--- src/rtl/vga_ram_reader.sv ---
`default_nettype none
// +----------------------------------------------------------------------+
// | Module   : vga_ram_reader                                             |
// | Purpose  : Scan-out side of the radar frame buffer. Walks the video    |
// |            RAM in raster order, generates VGA timing and aligns the    |
// |            colour output with the RAM read latency.                    |
// | Revision : 1.0  initial release                                        |
// +----------------------------------------------------------------------+
module vga_ram_reader #(
   parameter int   H_VISIBLE   = 640,
   parameter int   H_FRONT     = 16,
   parameter int   H_SYNC      = 96,
   parameter int   H_BACK      = 48,
   parameter int   V_VISIBLE   = 480,
   parameter int   V_FRONT     = 10,
   parameter int   V_SYNC      = 2,
   parameter int   V_BACK      = 33,
   parameter int   PIX_DIV     = 2,
   parameter int   RAM_LATENCY = 1,
   parameter logic HS_POL      = 1'b0,
   parameter logic VS_POL      = 1'b0
) (
   input  logic        clk,
   input  logic        rst_n,
   input  logic        enable,
   output logic [18:0] ram_addr,
   output logic        ram_rd,
   input  logic [2:0]  ram_q,
   output logic        vga_r,
   output logic        vga_g,
   output logic        vga_b,
   output logic        vga_hs,
   output logic        vga_vs,
   output logic        frame_start,
   output logic        vblank
);

   // ------------------------------------------------------------------
   // Derived geometry
   // ------------------------------------------------------------------
   localparam int H_TOTAL = H_VISIBLE + H_FRONT + H_SYNC + H_BACK;
   localparam int V_TOTAL = V_VISIBLE + V_FRONT + V_SYNC + V_BACK;
   localparam int DIV_W   = (PIX_DIV > 1) ? $clog2(PIX_DIV) : 1;
   localparam int H_W     = $clog2(H_TOTAL + 1);
   localparam int V_W     = $clog2(V_TOTAL + 1);
   localparam int ADDR_W  = 19;

   localparam logic [DIV_W-1:0]  C_DIV_LAST  = DIV_W'(PIX_DIV - 1);
   localparam logic [H_W-1:0]    C_H_LAST    = H_W'(H_TOTAL - 1);
   localparam logic [H_W-1:0]    C_H_VIS     = H_W'(H_VISIBLE);
   localparam logic [H_W-1:0]    C_HS_START  = H_W'(H_VISIBLE + H_FRONT);
   localparam logic [H_W-1:0]    C_HS_END    = H_W'(H_VISIBLE + H_FRONT + H_SYNC);
   localparam logic [V_W-1:0]    C_V_LAST    = V_W'(V_TOTAL - 1);
   localparam logic [V_W-1:0]    C_V_VIS     = V_W'(V_VISIBLE);
   localparam logic [V_W-1:0]    C_VS_START  = V_W'(V_VISIBLE + V_FRONT);
   localparam logic [V_W-1:0]    C_VS_END    = V_W'(V_VISIBLE + V_FRONT + V_SYNC);
   localparam logic [ADDR_W-1:0] C_ADDR_LAST = ADDR_W'(H_VISIBLE * V_VISIBLE - 1);

   // ------------------------------------------------------------------
   // Elaboration-time parameter checks
   // ------------------------------------------------------------------
   generate
      if (RAM_LATENCY > PIX_DIV - 1) begin : g_latency_check
         $error("vga_ram_reader: RAM_LATENCY must be <= PIX_DIV-1");
      end
      if (H_VISIBLE * V_VISIBLE > (1 << ADDR_W)) begin : g_addr_check
         $error("vga_ram_reader: visible area does not fit the 19-bit address");
      end
   endgenerate

   // ------------------------------------------------------------------
   // State
   // ------------------------------------------------------------------
   logic [DIV_W-1:0]  div_q,         div_d;
   logic [H_W-1:0]    h_cnt_q,       h_cnt_d;
   logic [V_W-1:0]    v_cnt_q,       v_cnt_d;
   logic [ADDR_W-1:0] addr_cnt_q,    addr_cnt_d;

   // stage 1: address phase
   logic [ADDR_W-1:0] ram_addr_q,    ram_addr_d;
   logic              ram_rd_q,      ram_rd_d;
   logic              hs1_q,         hs1_d;
   logic              vs1_q,         vs1_d;
   logic              act1_q,        act1_d;

   // stage 2: pixel output phase
   logic [2:0]        rgb_q,         rgb_d;
   logic              vga_hs_q,      vga_hs_d;
   logic              vga_vs_q,      vga_vs_d;

   // frame-level status
   logic              frame_start_q, frame_start_d;
   logic              vblank_q,      vblank_d;

   // ------------------------------------------------------------------
   // Counter decode
   // ------------------------------------------------------------------
   logic tick;
   logic h_wrap;
   logic v_wrap;
   logic at_origin;
   logic act;
   logic hs_zone;
   logic vs_zone;

   assign tick      = (div_q == C_DIV_LAST) && enable;
   assign h_wrap    = (h_cnt_q == C_H_LAST);
   assign v_wrap    = (v_cnt_q == C_V_LAST);
   assign at_origin = (h_cnt_q == '0) && (v_cnt_q == '0);
   assign act       = (h_cnt_q < C_H_VIS) && (v_cnt_q < C_V_VIS);
   assign hs_zone   = (h_cnt_q >= C_HS_START) && (h_cnt_q < C_HS_END);
   assign vs_zone   = (v_cnt_q >= C_VS_START) && (v_cnt_q < C_VS_END);

   // Next-state logic: idle while disabled, otherwise advance one pixel per tick
   always_comb begin
      div_d         = div_q;
      h_cnt_d       = h_cnt_q;
      v_cnt_d       = v_cnt_q;
      addr_cnt_d    = addr_cnt_q;
      ram_addr_d    = ram_addr_q;
      ram_rd_d      = ram_rd_q;
      hs1_d         = hs1_q;
      vs1_d         = vs1_q;
      act1_d        = act1_q;
      rgb_d         = rgb_q;
      vga_hs_d      = vga_hs_q;
      vga_vs_d      = vga_vs_q;
      frame_start_d = 1'b0;

      if (!enable) begin
         // Disabled looks exactly like reset so re-enable starts a fresh frame.
         div_d      = '0;
         h_cnt_d    = '0;
         v_cnt_d    = '0;
         addr_cnt_d = '0;
         ram_addr_d = '0;
         ram_rd_d   = 1'b0;
         hs1_d      = 1'b0;
         vs1_d      = 1'b0;
         act1_d     = 1'b0;
         rgb_d      = 3'b000;
         vga_hs_d   = ~HS_POL;
         vga_vs_d   = ~VS_POL;
      end else begin
         div_d = (div_q == C_DIV_LAST) ? '0 : div_q + 1'b1;

         if (tick) begin
            // Raster counters
            if (h_wrap) begin
               h_cnt_d = '0;
               v_cnt_d = v_wrap ? '0 : v_cnt_q + 1'b1;
            end else begin
               h_cnt_d = h_cnt_q + 1'b1;
            end

            // Address walks with active pixels only; saturates at the last
            // visible pixel and restarts when the raster returns to (0,0).
            if (h_wrap && v_wrap) begin
               addr_cnt_d = '0;
            end else if (act && (addr_cnt_q != C_ADDR_LAST)) begin
               addr_cnt_d = addr_cnt_q + 1'b1;
            end

            // Stage 1 captures the current pixel's address and timing
            ram_addr_d = addr_cnt_q;
            ram_rd_d   = act;
            hs1_d      = hs_zone;
            vs1_d      = vs_zone;
            act1_d     = act;

            // Stage 2 pairs returned RAM data with the delayed timing
            rgb_d    = act1_q ? ram_q : 3'b000;
            vga_hs_d = hs1_q ? HS_POL : ~HS_POL;
            vga_vs_d = vs1_q ? VS_POL : ~VS_POL;

            frame_start_d = at_origin;
         end
      end

      // Follows the line counter itself, not the delayed pixel pipeline
      vblank_d = (v_cnt_d >= C_V_VIS);
   end

   // Register all state; synchronous active-low reset
   always_ff @(posedge clk) begin
      if (!rst_n) begin
         div_q         <= '0;
         h_cnt_q       <= '0;
         v_cnt_q       <= '0;
         addr_cnt_q    <= '0;
         ram_addr_q    <= '0;
         ram_rd_q      <= 1'b0;
         hs1_q         <= 1'b0;
         vs1_q         <= 1'b0;
         act1_q        <= 1'b0;
         rgb_q         <= 3'b000;
         vga_hs_q      <= ~HS_POL;
         vga_vs_q      <= ~VS_POL;
         frame_start_q <= 1'b0;
         vblank_q      <= 1'b0;
      end else begin
         div_q         <= div_d;
         h_cnt_q       <= h_cnt_d;
         v_cnt_q       <= v_cnt_d;
         addr_cnt_q    <= addr_cnt_d;
         ram_addr_q    <= ram_addr_d;
         ram_rd_q      <= ram_rd_d;
         hs1_q         <= hs1_d;
         vs1_q         <= vs1_d;
         act1_q        <= act1_d;
         rgb_q         <= rgb_d;
         vga_hs_q      <= vga_hs_d;
         vga_vs_q      <= vga_vs_d;
         frame_start_q <= frame_start_d;
         vblank_q      <= vblank_d;
      end
   end

   // ------------------------------------------------------------------
   // Outputs
   // ------------------------------------------------------------------
   assign ram_addr    = ram_addr_q;
   assign ram_rd      = ram_rd_q;
   assign vga_r       = rgb_q[2];
   assign vga_g       = rgb_q[1];
   assign vga_b       = rgb_q[0];
   assign vga_hs      = vga_hs_q;
   assign vga_vs      = vga_vs_q;
   assign frame_start = frame_start_q;
   assign vblank      = vblank_q;

endmodule
`default_nettype wire

--- config.mk ---
export PLATFORM = sky130hd
export DESIGN_NAME = vga_ram_reader
export DESIGN_NICKNAME = d
export VERILOG_FILES = /design/src/rtl/vga_ram_reader.sv
export SDC_FILE = /design/constraint.sdc
export NUM_CORES = 1
export LEC_CHECK = 0
export ABC_AREA = 1
export CAP_MARGIN = 20
export CORE_MARGIN = 4
export CORE_UTILIZATION = 50
export CTS_BUF_LIST = sky130_fd_sc_hd__clkbuf_8
export CTS_CLUSTER_SIZE = 14
export DETAILED_ROUTE_END_ITERATION = 6
export GPL_TIMING_DRIVEN = 0
export HOLD_SLACK_MARGIN = 0.12
export PLACE_DENSITY = 0.68
export SYNTH_ARGS = -nofsm -noshare
export SYNTH_HDL_FRONTEND = slang
export SYNTH_SLANG_ARGS = --single-unit
--- constraint.sdc ---
create_clock -name clk -period 1.95 [get_ports clk]
set_input_delay 0.2925 -clock clk [delete_from_list [all_inputs] [get_ports clk]]
set_output_delay 0.2925 -clock clk [all_outputs]
set_load 0.01 [all_outputs]
After elaboration in Yosys (flattened, before gate mapping)

Cells that the tools add are included.

Add/subtract/negate cells: 4
Multiply operators: 0
Divide/modulo/power cells: 0
Order comparisons: 7
Eq/ne operators: 3
Shift operators: 0
Multiplexer cells: 10
Bitwise gates (word level): 2
Reductions and logical operators: 14

Operator list:

| kind                                                        | number |
|---|---|
| two-way mux 10 bit                                          | 5 |
| two-way mux 19 bit                                          | 2 |
| adder 10 x 1 -> 10 bit, second input constant               | 2 |
| equality test 10 bit, second input constant                 | 2 |
| >= comparator 10 x 9 -> 1 bit, second input constant        | 2 |
| zero test 10 bit                                            | 2 |
| less-than comparator 10 bit, second input constant          | 2 |
| less-than comparator 10 x 9 -> 1 bit, second input constant | 2 |
| adder 19 x 1 -> 19 bit, second input constant               | 1 |
| inequality test 19 bit, second input constant               | 1 |
| >= comparator 10 bit, second input constant                 | 1 |
| logical AND 1 bit                                           | 7 |
| AND reduction 2 bit                                         | 2 |
| two-way mux 3 bit                                           | 1 |
| AND reduction 3 bit                                         | 1 |
| OR reduction 3 bit                                          | 1 |
| two-way mux 1 bit                                           | 2 |
| inverter 1 bit                                              | 2 |
| nonzero test 2 bit                                          | 1 |
| adder 1 bit, second input constant                          | 1 |

Register bits: 69
Latch bits: 0
Bits in writable memories: 0
Bits in read-only memories: 0
Bits of input ports: 6
Output and inout port bits: 27
Word-level logic and storage cells: 53
Memories: 0

Depth between registers and ports, before layout

Gate-level depths: netlist of run 1.

Depth after elaboration: 6
Mapped depth: 12
Gate-level depth less buffers: 12

Least setup slack after synthesis of run 1

No wires, ideal clock.

Path type: flip-flop to flip-flop
From: reg addr_cnt_q[0]
To: reg addr_cnt_q[1]
Arrival: 1.554 ns
Data required time: 1.833 ns
Path slack: 0.279 ns
Cell stages (with the launch flop): 12
Buffers on the path: 1
Cells stage by stage: dfxtp_1 ha_1 nand3_2 nor2_4 nand2_2 nor2_2 nand2_1 nand2_2 nand2_4 buf_8 o21ai_0 nor2_1

Longest elaborated chain between the ends: 4
Elaborated cells between the ends (all ways): 7
Classes of those cells: add/sub: 1; eq/ne: 1; mux: 2; reduce/logical: 3

RTL lines:

| item                                                                           | RTL line | text |
|---|---|---|
| start, declared                                                                | 77       | `logic [ADDR_W-1:0] addr_cnt_q, addr_cnt_d;` |
| start signal, assigned                                                         | 205      | `addr_cnt_q <= addr_cnt_d;` |
| parallel branches: the longest is 4 deep, another holds adder 19 x 1 -> 19 bit | n/a      |  |

Parallel ways; which one is timed is not known. The select of a mux whose other input is x is not followed.
A chain may end at the register's enable or synchronous reset.

Worst setup path after layout of run 1

From: in enable
To: reg v_cnt_q[4]

Longest elaborated chain between the ends: 3

RTL lines:

| item                   | RTL line | text |
|---|---|---|
| start, declared        | 25       | `input logic enable,` |
| logical AND 1 bit      | 106      | `assign tick = (div_q == C_DIV_LAST) && enable;` |
| two-way mux 10 bit     | 147      | `if (tick) begin` |
| two-way mux 10 bit (*) | 130      | `if (!enable) begin` |
| end signal, assigned   | 204      | `v_cnt_q <= v_cnt_d;` |
| end, declared          | 76       | `logic [V_W-1:0] v_cnt_q, v_cnt_d;` |

Mark *: on every way between the ends. The rest lies on a longest branch, timed or not.

==> results of run 1 <==
==> critical path, delay by kind of cell <==
family,cells,cell delay [ns]
AOI/OAI and AO/OA,1,0.26
buffers and inverters,4,0.97
and+or+nand+nor,4,0.53
==> how the worst max path moves through the flow <==
stage               slack [ns]  cells after the start                       start                     endpoint
global route            -0.003                     12  addr_cnt_q[1]$_SDFFE_PN0P_  addr_cnt_q[11]$_SDFFE_PN0P_
finish                    0.13                      9                      enable        v_cnt_q[4]$_SDFF_PN0_
global placement         -0.35                      9                      enable        v_cnt_q[3]$_SDFF_PN0_
CTS                      0.005                      9                      enable        v_cnt_q[3]$_SDFF_PN0_
floorplan                 0.28                     11  addr_cnt_q[0]$_SDFFE_PN0P_   addr_cnt_q[1]$_SDFFE_PN0P_
detailed placement       -0.36                      9                      enable        v_cnt_q[3]$_SDFF_PN0_
==> registers in the layout, summed over array words and instances, names as in the netlist <==
name / count
hs1_q: 1
frame_start: 1
ram_addr: 19
act1_q: 1
vga_hs: 1
v_cnt_q: 10
h_cnt_q: 10
div_q: 1
vga_vs: 1
addr_cnt_q: 19
rgb_q: 3
vblank: 1
vs1_q: 1
==> synthesized netlist by cell type, drive strengths merged <==
cell type | instances | area (um^2)
a2111oi | 1 | 8.76
a211oi | 2 | 15.0
a21oi | 49 | 245
a31oi | 1 | 6.26
buf | 6 | 57.5
clkbuf | 9 | 33.8
dfxtp | 69 | 1380
ha | 5 | 62.6
inv | 59 | 224
nand2 | 85 | 334
nand3 | 41 | 220
nand4 | 12 | 90.1
nor2 | 61 | 239
nor3 | 23 | 148
nor3b | 2 | 15.0
nor4 | 2 | 12.5
o211a | 1 | 10.0
o21ai | 26 | 130
o21bai | 1 | 7.51
o22ai | 1 | 6.26
xnor2 | 1 | 8.76
xor2 | 16 | 140
==> stage by stage <==
stage | setup TNS (ns) | std cells
floorplan | 0 | 473
global placement | -6.82 | 582
detailed placement | -7.23 | 582
CTS | 0 | 598
global route | -0.00545 | 602
finish | 0 | 602
==> cells by family after synthesis <==
family,after synthesis,synth area share (%)
compound gates,82,12.6
xor+xnor,17,4.38
buf+inv,74,9.28
simple gates,226,31.2
flops,69,40.7
fa+ha+maj,5,1.84
==> final cells by class <==
type / count / area share [%]
flip-flops and latches: 69 / 33.5
plain buffers: 15 / 2.20
repair buffers: 36 / 8.45
well taps: 77 / 2.32
multi-input cells: 330 / 42.0
inverters: 59 / 5.40
clock inverters: 5 / 2.56
clock buffers: 11 / 3.65
==> what timing repair did <==
item                                   in CTS  in global routing
cloned                                      0                  0
setup buffers                               0                  4
setup endpoints to repair                  14                 26
gates resized for setup                     4                 13
endpoints found under the hold margin       0                  0
pin swaps                                   1                  4
==> per-layer routing <==
layer	routed length [um]	vias up	GRT usage, %
met5	0	-	0
met4	110	0	7.40
met3	442	9	4.33
met2	3500	106	31.4
met1	4330	1487	30.9
li1	-	1651	-
==> power groups by stage <==
stage / Combinational, mW / Sequential (mW) / Clock, mW
after floorplan: 0.0851 / 1.48 / 0
after global placement: 0.165 / 1.48 / 0
after detailed placement: 0.166 / 1.48 / 0
after CTS: 0.167 / 1.44 / 1.51
after global routing: 0.188 / 1.44 / 1.56
final: 0.169 / 1.44 / 1.47
==> results, run 1 <==
- After detailed routing, the average wire length per cell comes to 13.9 um.
- The power per cell area is 742 nW/um^2.
- The peak supply drop is 0.380 mV.
- After synthesis the cells add up to 3400 um^2.
- The number of buffers created by CTS is 9.
- The critical path data required time is 2.18 ns.
- The average cell area after synthesis is 7.18 um^2.
- Synthesis handed over a netlist of 473 instances.
- The routability-driven placement congestion ratio is 0.932.
- The count of endpoints failing setup in the final report is 0.
- Of all nets on the critical path, the largest fanout is 10.
- The hold path depth is 1.
- Among all stages on the critical path, the largest delay is contributed by clkdlybuf4s50_1.
- The worst hold endpoint is vga_hs$_SDFFE_PN1P_.
- The synthesis-to-layout area growth is 22.1%.
- The sequential standard cell area is 1390 um^2.
- Measured in cells, the most critical reg-to-reg path has a length of 9.
- The post-synthesis sequential area ratio is 40.7%.
- The cell at the root of the clock tree is clkbuf_8.
- The maximum root-to-sink buffer count is 2.
- The data arrival time of the worst path is 2.05 ns.
- The number of global-route vias before repair is 2,985.
- The finished layout cell area is 4150 um^2.
- The worst register-to-register path begins at h_cnt_q[1]$_SDFFE_PN0P_.
- Between clock sinks in the finished design, the worst skew comes to 0.00770 ns.
- The share of post-route cells with drive strength above 1 is 10.5%.
- Max-cap violations in this run came to 0.
- Subtracting the final worst setup slack from the clock period gives 1.82 ns.
- Summed over all cells, the static leakage comes to 1.50 nW.
- The clock reaches the later pin of the worst-skew pair after 0.34 ns.
- The total track usage is 21.3%.
- The total placed instance area is 3810 um^2.
- The worst setup path is launched from an input pin.
- Leaving out fill and tap cells, the most frequent cells in the layout are nand2_1 (80), dfxtp_1 (66), inv_1 (54), nor2_1 (54), a21oi_1 (48).
- The count of endpoints failing hold in the final timing report is 0.
- Walking the worst path, the cells encountered are clkdlybuf4s50_1, nand2_2, inv_2, buf_6, nand4_4, o21bai_1, nor2_2, inv_1, nor2_1.
- The chip width is 90.4 um.
- In this run, post-CTS hold repair placed 0 buffers.
- The first detailed-routing pass ran for 5 iterations.
- The path category of the worst min-delay check is reg -> reg.
- The floorplan step defined a core boundary enclosing 6460 um^2.
- Based on the critical path, the design can be clocked at up to 549 MHz.
- For this run the aggregate overflow at the end of global routing stands at 0.
- Row generation in the floorplan step produced 29 rows.
- The synthesized design contains 69 register bits.
- The number of antenna-violating nets in the routed design is 0.
- In the routed design, unresolved DRC markers number 0.
- The CTS tree is done.
- The clock share of power is 47.6%.
- The count of final max-slew check failures is 0.
- The worst path meets setup with 0.127 ns of slack.
- The number of nets in the synthesized netlist is 484.
- The vertical die dimension is 90.4 um.
- The worst hold slack is 0.458 ns.
- Leaving out fill and tap cells, the most frequent cell in the layout is nand2_1.
- The routed design has 8390 um of wire.
- The switching portion of total power is 21.4%.
- In the final layout, the multi-input gates occupy 1740 um^2.
- The startpoint identified for the worst hold timing path is hs1_q$_SDFFE_PN0P_.
- The Yosys warning count is 0.
- The clock slew seen by the registers of the worst setup and hold paths is 0.08 ns.
- In this run the critical register-to-register path is captured at addr_cnt_q[1]$_SDFFE_PN0P_.
- Combinational logic burns 5.5% of the power.
- The share of total power dissipated in sequential elements is 46.9%.
- The clock tree synthesis step divided the H-tree into 3 levels.
- The first global-routing pass estimated 14,200 um of wire.
- The initial antenna violation count is 0.
- The count of buffers inserted at the top-level ports is 32.
- The total power is 3.08 mW.
- The setup path with the least slack is of type in -> reg.
- Dividing the final minimum period by the clock period gives 93.5%.
- The number of nets at the end of the flow is 531.
- The routed layout has 3,253 vias.
- STA classifies the critical path endpoint as a flip-flop.
- At the pin with the least slew margin, the transition time is 0.585 ns.
- The number of I/O pins is 33.
- The per-cell via count in the routed design is 5.40.
- The number of antenna cells inserted is 0.
- The switching power is 0.658 mW.
- The starting utilization of the core area is 52.6%.
- The number of design-rule violations left by the first detailed-router iteration is 262.
- Headroom to the max-slew limit came out at 61.0%.
- Cells fill 64.2% of the core in the end.
- OpenSTA, run right after detailed placement, puts the worst setup slack at -0.360 ns.
- Cell internal power was estimated by the tool at 2.42 mW.
- Entering global routing, the biggest net connects 13 pins.
- The half-perimeter wire length after detailed placement is 6200 um.
- The peak per-stage delay on the critical path is 0.57 ns.
- CTS saw 69 sinks.
- Synthesis instantiated 35 different standard cells from the library.
- The die footprint is 8170 um^2.
- The flow ran to the end, and the final reports show no timing, DRC or antenna violations.
- The setup check on the worst reg-to-reg path leaves a slack of 0.14 ns.
- Counting the fill cells in the layout gives 609.
(Power assumes the default switching activity.)
==> run 2, diff against run 1 <==
==> constraint.sdc (replaced) <==
create_clock -name clk -period 1.95 [get_ports clk]
set_input_delay 0.2925 -clock clk [delete_from_list [all_inputs] [get_ports clk]]
set_output_delay 0.2925 -clock clk [all_outputs]
set_load 0.005 [all_outputs]
==> results of run 2 <==
The final DEF is identical to that of run 1. Status: finished clean.
Main changes from that run: total power 3.08 mW -> 3.07 mW
==> run 3, diff against run 2 <==
--- a/config.mk
+++ b/config.mk
@@ -9,12 +9,12 @@
 export CAP_MARGIN = 20
 export CORE_MARGIN = 4
 export CORE_UTILIZATION = 50
-export CTS_BUF_LIST = sky130_fd_sc_hd__clkbuf_8
+export CTS_CLUSTER_DIAMETER = 60
 export CTS_CLUSTER_SIZE = 14
 export DETAILED_ROUTE_END_ITERATION = 6
 export GPL_TIMING_DRIVEN = 0
 export HOLD_SLACK_MARGIN = 0.12
-export PLACE_DENSITY = 0.68
+export PLACE_DENSITY = 0.69
 export SYNTH_ARGS = -nofsm -noshare
 export SYNTH_HDL_FRONTEND = slang
 export SYNTH_SLANG_ARGS = --single-unit
==> run 3 against run 2 <==
Effect of this change: non-clock buffer count increased by 4; utilization increased by 0.21 points; largest power group is now sequential cells; via count increased by 1.8%; maximum frequency increased by 0.36%; critical path depth increased by 1; critical endpoint is now vblank$_SDFF_PN0_; setup slack improved by 0.0066 ns; critical path type unchanged; routed wire length increased by 2.5%; worst hold slack about the same; sequential power about the same; sequential share of layout area about the same; combinational power increased by 3%.
==> results, run 3 (synthesis gave the netlist of run 1 again) <==
- The starting utilization of the core area is 52.6% (unchanged).
- The total wirelength of the detailed-routed design is 8600 um (was 8390 um).
- The minimum period implied by the final worst setup slack is 1.82 ns (about the same).
- The actual transition at the worst max-transition pin is 0.571 ns (was 0.585 ns).
- The synthesis-to-layout area growth is 22.5% (was 22.1%).
- The placement row count came to 29 (unchanged).
- The launching element type of the critical path is an input pin (unchanged).
- The critical path capture point type is a flip-flop (unchanged).
- The clock sink count was 69 (unchanged).
- The source-to-sink clock delay at the later pin of the worst-skew pair is 0.34 ns (about the same).
- The routability-driven placement congestion ratio is 0.965 (was 0.932).
- The fmax is 551 MHz (was 549 MHz).
- The half-perimeter wire length after detailed placement is 6310 um (was 6200 um).
- The count of final max-slew check failures was 0 (unchanged).
- The clock slew seen by the registers of the worst setup and hold paths was 0.07 ns (was 0.08 ns).
- The number of buffers created by CTS is 9 (unchanged).
- The power per cell area is 694 nW/um^2 (was 741 nW/um^2).
- The count of endpoints failing hold in the final timing report is 0 (unchanged).
- The data arrival time of the worst path is 2.05 ns (about the same).
- The vertical die dimension was 90.4 um (unchanged).
- The clock share of power is 44.3% (was 47.7%).
- The number of design-rule violations left by the first detailed-router iteration came to 316 (was 262).
- The reported leakage power is 1.51 nW (was 1.50 nW).
- The clock skew is 0.00743 ns (was 0.00770 ns).
- The path category of the worst min-delay check is reg -> reg (unchanged).
- The first-pass iteration count of the detailed router is 6 (was 5).
- The peak supply drop came to 0.562 mV (was 0.380 mV).
- The number of design rule violations left after detail routing is 0 (unchanged).
- The proportion of power drawn by flip-flops and latches is 49.9% (was 46.9%).
- The worst path buffer plus inverter count is 3 (was 4).
- The post-placement setup slack came to -0.327 ns (was -0.360 ns).
- The switching portion of total power is 22.3% (was 21.2%).
- The CTS tree was done (unchanged).
- The number of I/O pins is 33 (unchanged).
- The chip width is 90.4 um (unchanged).
- The placeable core region is 6460 um^2 (unchanged).
- The type of the worst setup path is in -> reg (unchanged).
- The switching power is 0.644 mW (was 0.652 mW).
- The final critical-path share of the clock period is 93.1% (was 93.5%).
- Cell chain of the critical path: clkdlybuf4s50_1, nand2_4, inv_2, buf_6, nand4_4, nor2_1, xor2_1, nor2_1, nand3_1, nand2_1 (was clkdlybuf4s50_1, nand2_2, inv_2, buf_6, nand4_4, o21bai_1, nor2_2, inv_1, nor2_1).
- The die footprint is 8170 um^2 (unchanged).
- The number of antenna cells inserted is 0 (unchanged).
- The count of endpoints failing setup in the final report is 0 (unchanged).
- The peak per-stage delay on the critical path is 0.60 ns (was 0.57 ns).
- The max-cap violation count is 0 (unchanged).
- The biggest fanout along the worst timing path came to 10 (unchanged).
- The per-cell via count in the routed design is 5.47 (was 5.40).
- The most common cell after layout, fill and taps aside is nand2_1 (unchanged).
- The aggregate global routing overflow is 0 (unchanged).
- The portion of total power attributed to combinational logic is 5.8% (was 5.3%).
- The cell internal power dissipation is 2.25 mW (was 2.42 mW).
- The number of global-route vias before repair is 3,063 (was 2,985).
- The total track usage came to 22.1% (was 21.3%).
- The gate family responsible for the most delay along the worst path was buffers and inverters (unchanged).
- The count of buffers inserted at the top-level ports was 32 (unchanged).
- The wire length of the first global-routing pass is 14,700 um (was 14,200 um).
- The filler cell count is 601 (was 609).
- The largest net degree at the start of global routing is 12 (was 13).
- The maximum root-to-sink buffer count is 2 (unchanged).
- The worst-case setup margin in the final layout is 0.134 ns (was 0.127 ns).
- The critical path data required time is 2.18 ns (about the same).
- The cell type of the slowest stage on the worst timing path is clkdlybuf4s50_1 (unchanged).
- The worst hold slack was 0.458 ns (about the same).
- Commonest cells after routing, fill and taps aside: nand2_1 (80), dfxtp_1 (65), inv_1 (54), nor2_1 (54), a21oi_1 (48) (was nand2_1 (80), dfxtp_1 (66), inv_1 (54), nor2_1 (54), a21oi_1 (48)).
- The detailed-route via count came to 3,312 (was 3,253).
- The detail-routed net length per standard cell is 14.2 um (was 13.9 um).
- The initial antenna violation count is 0 (unchanged).
- The maximum level of the CTS H-tree came to 3 (unchanged).
- The number of hold buffers added after cts is 0 (unchanged).
- The most common cell type on the critical path is nor2_1.
- The number of antenna-violating nets in the routed design came to 0 (unchanged).
- The cell at the root of the clock tree is clkbuf_8 (unchanged).
- The number of nets at the end of the flow is 535 (was 531).
- The share of post-route cells with drive strength above 1 was 11.2% (was 10.5%).
- The worst slew margin relative to its limit was 61.9% (was 61.0%).
- Outcome: finished clean (unchanged).
[run 3: metrics by stage]
step           power, mW  setup TNS [ns]  instance area (um^2)  std cells  utilization, %
3_3_place_gp        1.63           -6.56                  3810        582            59.0
4_1_cts             2.91               0                  4040        598            62.6
5_1_grt             2.99         -0.0438                  4160        605            64.4
6_report            2.89               0                  4160        605            64.4
2_1_floorplan       1.56               0                  3400        473               -
3_5_place_dp        1.64           -6.84                  3810        582            59.0
[run 3: timing repair]
item | 4_1_cts | 5_1_grt
buffers inserted | 1 | 7
setup endpoints to repair | 14 | 26
pin swaps | 1 | 5
resized for setup | 4 | 21
[run 3: power by group through the flow]
stage / registers [mW] / logic [mW] / clock network (mW)
after floorplan: 1.47 / 0.0851 / 0
after global routing: 1.44 / 0.187 / 1.36
after detailed placement: 1.48 / 0.160 / 0
after CTS: 1.44 / 0.161 / 1.30
after global placement: 1.47 / 0.159 / 0
final: 1.44 / 0.168 / 1.28
[run 3: final cells by class]
cell class,count,area (um^2),area share (%)
clock inverters,4,72.6,1.74
flip-flops and latches,69,1390,33.4
plain buffers,15,93.8,2.25
multi-input cells,330,1760,42.3
well taps,77,96.3,2.32
inverters,59,224,5.38
repair buffers,40,380,9.14
clock buffers,11,141,3.40
[run 3: final timing paths]
kind,end,start,cells past startpoint,slack [ns]
max,vblank$_SDFF_PN0_,enable,10,0.13
min,vga_vs$_SDFFE_PN1P_,vs1_q$_SDFFE_PN0P_,1,0.46
max reg2reg,addr_cnt_q[11]$_SDFFE_PN0P_,addr_cnt_q[0]$_SDFFE_PN0P_,12,0.14
min reg2reg,vga_vs$_SDFFE_PN1P_,vs1_q$_SDFFE_PN0P_,1,0.46
[run 3: routing by layer]
metal  global-route usage (%)  vias to the layer above  wire, um  share of wire (%)
met4                     8.93                        0       165                1.9
met3                     3.75                       14       634                7.4
met2                     32.4                      143      3630                 42
met1                     32.0                     1502      4170                 48
met5                        0                        -         0                  0
li1                         -                     1653         -                  -
[run 3: worst register-to-register path: stages, from the launching register on]
cell and delay (ns):
dfxtp_4 0.38, ha_4 0.17, nand3_2 0.13, nor2_4 0.18, nand2_2 0.08, nor2_2 0.08, nand2_1 0.06, nand2_2 0.08
nand2_4 0.09, inv_4 0.10, buf_6 0.15, nand2_1 0.08, a21oi_2 0.15
